--- config.mk ---
export PLATFORM = sky130hd
export DESIGN_NAME = dot_acc_ctrl
export DESIGN_NICKNAME = d
export VERILOG_FILES = /design/src/rtl/dot_acc_pkg.sv /design/src/rtl/dot_acc_ctrl_mac_unit.sv /design/src/rtl/dot_acc_ctrl.sv
export SDC_FILE = /design/constraint.sdc
export NUM_CORES = 1
export LEC_CHECK = 0
export ABC_CLOCK_PERIOD_IN_PS = 2700
export CELL_PAD_IN_SITES_DETAIL_PLACEMENT = 2
export CELL_PAD_IN_SITES_GLOBAL_PLACEMENT = 2
export CORE_MARGIN = 2
export CORE_UTILIZATION = 35
export CTS_CLUSTER_DIAMETER = 200
export DETAILED_ROUTE_END_ITERATION = 12
export GPL_TIMING_DRIVEN = 0
export PLACE_DENSITY_LB_ADDON = 0.1
export SYNTH_ARGS = -nofsm -noshare
export SYNTH_HDL_FRONTEND = slang
export SYNTH_HIERARCHICAL = 1
export SYNTH_SLANG_ARGS = --single-unit
--- constraint.sdc ---
create_clock -name Clock -period 2.7 [get_ports Clock]
set_clock_uncertainty 0.05 [all_clocks]
set_input_delay 0.405 -clock Clock [delete_from_list [all_inputs] [get_ports Clock]]
set_output_delay 0.405 -clock Clock [all_outputs]
set_load 0.005 [all_outputs]
--- src/rtl/dot_acc_pkg.sv ---
// Shared types and constants for the dot-product accumulator controller.
package dot_acc_pkg;

    localparam int unsigned ACC_W         = 32;
    localparam int unsigned ADDR_W        = 3;
    localparam int unsigned IDX_W         = 2;
    localparam int unsigned DEF_N_TERMS   = 4;
    localparam int unsigned DEF_N_RESULTS = 4;

    typedef enum logic [1:0] {
        ST_IDLE  = 2'd0,
        ST_ACC   = 2'd1,
        ST_WRITE = 2'd2,
        ST_DONE  = 2'd3
    } state_t;

endpackage

--- src/rtl/dot_acc_ctrl_mac_unit.sv ---
// Registered signed multiply-accumulate; clear has priority over accumulate.
module mac_unit
    import dot_acc_pkg::*;
#(
    parameter int unsigned DATA_W = 8
) (
    input  logic                     clk,
    input  logic                     rst_n,
    input  logic                     clr,
    input  logic                     en,
    input  logic signed [DATA_W-1:0] a,
    input  logic signed [DATA_W-1:0] b,
    output logic [ACC_W-1:0]         acc
);

    logic signed [2*DATA_W-1:0] prod;
    logic [ACC_W-1:0]           prod_ext;

    // Full-width signed product, sign-extended; sum wraps modulo 2^ACC_W.
    assign prod     = a * b;
    assign prod_ext = ACC_W'(prod);

    always_ff @(posedge clk or negedge rst_n) begin
        if (!rst_n) begin
            acc <= '0;
        end else if (clr) begin
            acc <= '0;
        end else if (en) begin
            acc <= acc + prod_ext;
        end
    end

endmodule

--- src/rtl/dot_acc_ctrl.sv ---
// Accumulates N_TERMS signed products per result and writes N_RESULTS results
// to consecutive output_mem addresses, then pulses Done.
module dot_acc_ctrl
    import dot_acc_pkg::*;
#(
    parameter int unsigned DATA_W    = 8,
    parameter int unsigned N_TERMS   = DEF_N_TERMS,
    parameter int unsigned N_RESULTS = DEF_N_RESULTS
) (
    input  logic              Clock,
    input  logic              Res,
    input  logic              Start,
    input  logic              In_valid,
    input  logic [DATA_W-1:0] A_in,
    input  logic [DATA_W-1:0] B_in,
    output logic              In_ready,
    output logic              En_out_mem,
    output logic [ADDR_W-1:0] Addr_mem_o,
    output logic [ACC_W-1:0]  Data_o,
    output logic              Busy,
    output logic              Done
);

    localparam int unsigned CNT_W = (N_TERMS > 1) ? $clog2(N_TERMS) : 1;
    localparam logic [CNT_W-1:0] TERM_LAST = CNT_W'(N_TERMS - 1);
    localparam logic [IDX_W-1:0] IDX_LAST  = IDX_W'(N_RESULTS - 1);

    state_t              state;
    state_t              state_next;
    logic [CNT_W-1:0]    term_cnt;
    logic [IDX_W-1:0]    res_idx;
    logic [ACC_W-1:0]    acc;
    logic [ACC_W-1:0]    data_hold;
    logic [ADDR_W-1:0]   addr_hold;
    logic                hs;
    logic                mac_clr;
    logic                term_clr;
    logic                idx_clr;
    logic                idx_inc;

    assign hs = In_valid & (state == ST_ACC);

    mac_unit #(.DATA_W(DATA_W)) u_mac (
        .clk   (Clock),
        .rst_n (Res),
        .clr   (mac_clr),
        .en    (hs),
        .a     ($signed(A_in)),
        .b     ($signed(B_in)),
        .acc   (acc)
    );

    always_ff @(posedge Clock or negedge Res) begin
        if (!Res) begin
            state <= ST_IDLE;
        end else begin
            state <= state_next;
        end
    end

    // Next state and counter/accumulator control.
    always_comb begin
        state_next = state;
        mac_clr    = 1'b0;
        term_clr   = 1'b0;
        idx_clr    = 1'b0;
        idx_inc    = 1'b0;
        case (state)
            ST_IDLE: begin
                if (Start) begin
                    state_next = ST_ACC;
                    mac_clr    = 1'b1;
                    term_clr   = 1'b1;
                    idx_clr    = 1'b1;
                end
            end
            ST_ACC: begin
                if (hs && (term_cnt == TERM_LAST)) begin
                    state_next = ST_WRITE;
                end
            end
            ST_WRITE: begin
                if (res_idx == IDX_LAST) begin
                    state_next = ST_DONE;
                end else begin
                    state_next = ST_ACC;
                    mac_clr    = 1'b1;
                    term_clr   = 1'b1;
                    idx_inc    = 1'b1;
                end
            end
            ST_DONE: begin
                state_next = ST_IDLE;
            end
            default: begin
                state_next = ST_IDLE;
            end
        endcase
    end

    always_ff @(posedge Clock or negedge Res) begin
        if (!Res) begin
            term_cnt <= '0;
            res_idx  <= '0;
        end else begin
            if (term_clr) begin
                term_cnt <= '0;
            end else if (hs) begin
                term_cnt <= term_cnt + CNT_W'(1);
            end
            if (idx_clr) begin
                res_idx <= '0;
            end else if (idx_inc) begin
                res_idx <= res_idx + IDX_W'(1);
            end
        end
    end

    // Write port keeps showing the last written word once WRITE is over.
    always_ff @(posedge Clock or negedge Res) begin
        if (!Res) begin
            data_hold <= '0;
            addr_hold <= '0;
        end else if (state == ST_WRITE) begin
            data_hold <= acc;
            addr_hold <= ADDR_W'(res_idx);
        end
    end

    assign In_ready   = (state == ST_ACC);
    assign En_out_mem = (state == ST_WRITE);
    assign Busy       = (state != ST_IDLE);
    assign Done       = (state == ST_DONE);
    assign Data_o     = (state == ST_WRITE) ? acc : data_hold;
    assign Addr_mem_o = (state == ST_WRITE) ? ADDR_W'(res_idx) : addr_hold;

endmodule

==> results of run 1 <==
-- layer usage --
layer,vias up,wire length (um)
met5,-,0
met4,0,250
met3,16,496
met2,50,11300
met1,2923,9350
li1,2606,-
-- cell type report --
class	count	area [sq um]
Buffer	14	129
Clock buffer	10	229
Clock inverter	6	138
Fill cell	2048	10600
Inverter	95	360
Multi-Input combinational cell	538	5620
Sequential cell	73	1830
Tap cell	270	338
Timing Repair Buffer	85	841
-- stage by stage --
step                instances  setup slack (ps)  hold slack, ps
finish                   1091             -3410             439
global route             1091             -3700             458
detailed placement       1049             -4640             318
global placement         1048             -4530             416
floorplan                 720             -3240            59.4
CTS                      1083             -3430             443
-- worst min path at each step --
| stage | from | end | slack (ps) | cells past startpoint |
|---|---|---|---|---|
| 3_5_place_dp | Res | state[0] | 320 | 1 |
| 5_1_grt | data_hold[18] | data_hold[18] | 460 | 1 |
| 2_1_floorplan | Res | addr_hold[0] | 60 | 0 |
| 4_1_cts | addr_hold[1] | addr_hold[1] | 440 | 1 |
| 6_report | addr_hold[0] | addr_hold[0] | 440 | 1 |
| 3_3_place_gp | data_hold[29] | data_hold[29] | 420 | 1 |
-- synthesized netlist by cell type, drive strengths merged (16+ instances only) --
| cell | instances |
|---|---|
| inv | 94 |
| mux2 | 36 |
| mux2i | 17 |
| dfrtp | 73 |
| a21oi | 42 |
| a21o | 16 |
| and2 | 48 |
| xnor2 | 30 |
| ha | 64 |
| o21ai | 19 |
| nand2 | 31 |
| nor2b | 18 |
| fa | 56 |
| nor2 | 50 |
-- layout by cell type, fill, tap and decap left out, types with 5 or more instances in the layout --
| master | netlist | routed |
|---|---|---|
| nand2_1 | 31 | 25 |
| a21oi_1 | 41 | 21 |
| nor3_1 | 10 | 6 |
| fa_1 | 56 | 53 |
| and3_4 | 0 | 5 |
| clkdlybuf4s50_1 | 0 | 41 |
| ha_4 | 0 | 20 |
| and2_4 | 0 | 14 |
| mux2_1 | 7 | 7 |
| clkbuf_16 | 0 | 9 |
| xor2_1 | 10 | 9 |
| and2_1 | 48 | 34 |
| a21oi_4 | 0 | 8 |
| xnor2_1 | 30 | 26 |
| a21o_1 | 16 | 16 |
| mux2i_1 | 17 | 17 |
| nand2_2 | 0 | 6 |
| buf_4 | 0 | 26 |
| mux2_4 | 27 | 27 |
| nor2_1 | 50 | 45 |
| nor2b_1 | 17 | 15 |
| inv_1 | 94 | 81 |
| o21ai_2 | 1 | 7 |
| buf_6 | 2 | 16 |
| o21a_1 | 7 | 6 |
| a22o_1 | 8 | 8 |
| inv_2 | 0 | 13 |
| dfrtp_1 | 73 | 73 |
| a21oi_2 | 1 | 13 |
| ha_1 | 64 | 40 |
| nand2b_1 | 10 | 9 |
-- worst max-delay path, stage by stage --
cell	delay (ps)
buf_12	110
and2_4	150
fa_1	530
inv_1	50
fa_1	490
inv_2	40
fa_1	540
inv_2	40
fa_1	490
inv_2	50
ha_4	280
o21ai_2	80
o21ai_4	210
a31oi_4	130
a21oi_4	360
xnor2_4	110
buf_12	180
ha_1	370
a21oi_1	210
o21ai_2	110
a22o_1	240
buf_4	150
a21oi_4	140
a21oi_4	100
o221a_4	280
o211a_1	210
xor2_1	150
nor2_1	60
-- flip-flops by register name, summed over array words and instances, names as in the netlist --
signal     cells
res_idx        2
u_mac/acc     32
addr_hold      3
state          2
term_cnt       2
data_hold     32
-- logic make-up after synthesis --
family / share of synthesized area, %
xor+xnor: 4.92
compound gates: 11.9
fa+ha+maj: 27.0
flops: 25.6
buf+inv: 6.65
mux: 9.50
simple gates: 14.4
-- timing repair --
action	CTS	global route
setup endpoints to repair	31	31
buffers inserted	16	10
pin swaps	43	38
gates cloned	1	0
hold buffers	1	0
resized for setup	152	52
endpoints found under the hold margin	27	0
==> summary.txt, run 1 <==
CTS Root Buffer Type -> clkbuf_16
grt ovf -> 0
syn_nets -> 860
clk sinks -> 73
capturing element type of the critical path -> register
reg-to-reg startpoint -> u_mac/acc[0]
H-tree levels -> 3
Final Critical Period -> 6110 ps
DR WL/cell -> 19.7 um
Core ar. -> 20,100 sq um
die outline width -> 147 um
Area contributors post-synth -> dfrtp_1, fa_1, ha_1
met3 usage -> 3.56%
vias -> 5,595
I/O pin count -> 59
Setup crit end -> u_mac/acc[31]
DRC viols -> 0
P&R area growth vs syn -> 33.1%
Final Hold Fails -> 0
gr usage total -> 20.9%
TNS Setup -> -73,990 ps
Mean Syn Cell Area -> 9.90 sq um
failing checks -> setup timing
final wirelength -> 21.4 mm
startpoint types -> input port
post-synthesis sequential area ratio -> 25.6%
Hold Path Class -> register to register
synth unique cells -> 62
Initial Utilization -> 35.4%
met1 usage -> 25.7%
worst setup path class -> input port to register
1st-pass router iterations -> 4
share of layout cells above drive strength 1 -> 28.7%
final net count -> 956
design area -> 9490 sq um
async set or reset register ratio after synthesis -> 100%
M2 GR Usage -> 38.5%
Most used DFF post-synth -> dfrtp_1
Synth Register Bits -> 73
first-pass GRT wire length -> 35.6 mm
buffers added on ports -> 58
share of the synthesized area in the top cell type -> 25.6%
RePlAce Congestion -> 0.821
Bufs on Longest Clock Path -> 2
Max-cap violations -> 0
most used routing layer -> met2
worst rel slew slack -> 50.7%
DIE AREA -> 21,500 sq um
worst setup margin -> -3410 ps
# rows -> 52
Max Fclk -> 164 MHz
flop2flop setup slack -> -490 ps
area leader, netlist -> dfrtp_1
Worst Tran Pin Value -> 733 ps
worst skew pair latency -> 350 ps
Die H -> 147 um
Crit Reg-Reg Endpoint -> u_mac/acc[28]
number of synthesized flops with an enable pin -> 0
Slew Limit Fails -> 0
crit path max fanout -> 11
Mapped Cells -> 720
R2R depth -> 13
n_diodes -> 0
vias in the first global route -> 6,735
CTS tree -> done
Final Util -> 47.2%
half-perimeter wire length after placement -> 15.6 mm
Worst-path clk slew -> 60 ps
Mapped Area -> 7130 sq um
antenna violations before repair -> 0
Setup crit start -> B_in[1]
post-place instance area -> 8500 sq um
drt initial violations -> 128
Worst Path Arrival -> 6290 ps
pin count of the biggest net entering global routing -> 47
RSZ-0062 raised after global routing -> yes
Worst Path Required -> 2870 ps
total CTS buffers -> 9
synth warn -> 6
via density per instance -> 5.13
Routed Antenna Nets -> 0
status -> finished, violations left
final setup fails -> 28
period utilization -> 226%
Power of run 1 is not shown: default switching activity piles up to over one toggle a cycle in this logic, so the estimate is an artifact.
==> run 2: changes to the inputs <==
--- a/config.mk
+++ b/config.mk
@@ -14,6 +14,7 @@
 export DETAILED_ROUTE_END_ITERATION = 12
 export GPL_TIMING_DRIVEN = 0
 export PLACE_DENSITY_LB_ADDON = 0.1
+export SKIP_CTS_REPAIR_TIMING = 1
 export SYNTH_ARGS = -nofsm -noshare
 export SYNTH_HDL_FRONTEND = slang
 export SYNTH_HIERARCHICAL = 1
==> summary.txt, run 2 (synthesis gave the netlist of run 1 again) <==
worst setup margin -> -3460 ps (-43.9 ps)
RePlAce Congestion -> 0.821 (unchanged)
Post-Place Setup Slack -> -4640 ps (unchanged)
met1 usage -> 25.3% (-0.35 points)
critical path's most frequent cell -> fa_1
critical path's largest stage delay -> 540 ps (about the same)
RSZ-0062 raised after global routing -> yes
M2 GR Usage -> 36.0% (-2.5 points)
Bufs on Longest Clock Path -> 2 (unchanged)
Final Hold Fails -> 0 (unchanged)
share of layout cells above drive strength 1 -> 26.8% (-2.0 points)
I/O pin count -> 59 (unchanged)
first-pass GRT wire length -> 34.1 mm (-4.1%)
Die H -> 147 um (unchanged)
CTS tree -> done
Cells after DPL -> 1,049 (unchanged)
Worst-path clk slew -> 60 ps (about the same)
via density per instance -> 5.14 (+0.24%)
capturing element type of the critical path -> register
slowest cell on the critical path -> fa_1
Hold Path Class -> register to register
Slew Limit Fails -> 0 (unchanged)
gr usage total -> 19.9% (-0.98 points)
Worst Path Required -> 2870 ps (about the same)
most frequent cells in the layout -> inv_1, dfrtp_1, fa_1
vias -> 5,552 (-0.77%)
1st-pass router iterations -> 4 (unchanged)
DIE AREA -> 21,500 sq um (unchanged)
failing checks -> setup timing
biggest regs -> data_hold: 32 flops, u_mac/acc: 32 flops, addr_hold: 3 flops
# rows -> 52 (unchanged)
total CTS buffers -> 9 (unchanged)
Routed Antenna Nets -> 0 (unchanged)
half-perimeter wire length after placement -> 15.6 mm (unchanged)
met3 usage -> 3.19% (-0.37 points)
status -> finished, violations left
final setup fails -> 28 (unchanged)
die outline width -> 147 um (unchanged)
crit path max fanout -> 7 (-4)
n_diodes -> 0 (unchanged)
DR WL/cell -> 19.5 um (-0.84%)
worst setup path class -> input port to register
worst skew pair latency -> 340 ps (about the same)
drt initial violations -> 152 (+19%)
H-tree levels -> 3 (unchanged)
final std cells w/o fill -> 1,080 (-1.0%)
startpoint types -> input port
Worst Path Arrival -> 6330 ps (+40 ps)
final wirelength -> 21.1 mm (-1.8%)
buffers added on ports -> 58 (unchanged)
Initial Utilization -> 35.4% (unchanged)
clk sinks -> 73 (unchanged)
Worst Tran Pin Value -> 723 ps (-10.4 ps)
Max Fclk -> 162 MHz (-0.71%)
fillers -> 2,053 (+0.24%)
grt ovf -> 0 (unchanged)
pin count of the biggest net entering global routing -> 47 (unchanged)
final net count -> 945 (-1.2%)
Core ar. -> 20,100 sq um (unchanged)
worst rel slew slack -> 51.6% (+0.96 points)
most used routing layer -> met2
period utilization -> 228% (+1.6 points)
antenna violations before repair -> 0 (unchanged)
Final Critical Period -> 6160 ps (+43.9 ps)
vias in the first global route -> 6,517 (-3.2%)
P&R area growth vs syn -> 30.7%
CTS Root Buffer Type -> clkbuf_16
Max-cap violations -> 0 (unchanged)
DRC viols -> 0 (unchanged)
commonest non-fill, non-tap cell in the layout -> inv_1
[run 2: cell count changes in the layout (fill, tap and decap cells not counted), sizes merged]
| cell | before | now |
|---|---|---|
| clkbuf | 15 | 18 |
| buf | 52 | 38 |
[run 2: stage by stage]
stage / TNS, ps / area, sq um / hold WS [ps] / util, %
global route: -80220 / 9310 / 458 / 46.3
CTS: -95590 / 8860 / -54.2 / 44.1
floorplan: -69820 / 7550 / 59.4 / -
finish: -73150 / 9310 / 439 / 46.3
global placement: -211710 / 8470 / 416 / 42.1
detailed placement: -105330 / 8500 / 318 / 42.3
[run 2: metal layers]
| metal | vias to the layer above | wire [um] |
|---|---|---|
| met5 | - | 0 |
| met4 | 0 | 165 |
| met3 | 15 | 476 |
| met2 | 55 | 11100 |
| met1 | 2898 | 9350 |
| li1 | 2584 | - |
[run 2: area by class of cell]
cell class / instances / area [sq um] / area share (%)
tap: 270 / 338 / 3.63
sequential: 73 / 1830 / 19.6
inverter: 95 / 360 / 3.87
buffer: 15 / 133 / 1.42
multi-input combinational: 538 / 5560 / 59.7
clock inverter: 6 / 138 / 1.48
timing repair buffer: 73 / 728 / 7.82
clock buffer: 10 / 229 / 2.46
[run 2: worst paths after layout]
kind                              startpoint            end  slack (ps)  cells after the start
worst max-delay path                 A_in[6]  u_mac/acc[31]       -3460                     32
worst min register to register  addr_hold[0]   addr_hold[0]         440                      1
worst max register to register  u_mac/acc[0]  u_mac/acc[30]        -490                     13
max in group asynchronous                Res  u_mac/acc[18]        1520                      3
min in group asynchronous                Res       state[0]         500                      2
worst min-delay path            addr_hold[0]   addr_hold[0]         440                      1
[run 2: critical path, delay by kind of cell]
kind | cells | cell delay, ps
simple gates | 4 | 370
xor+xnor | 2 | 290
compound gates | 13 | 2120
fa+ha+maj | 6 | 2540
buf+inv | 7 | 580
Power of run 2 is left out for the same reason.
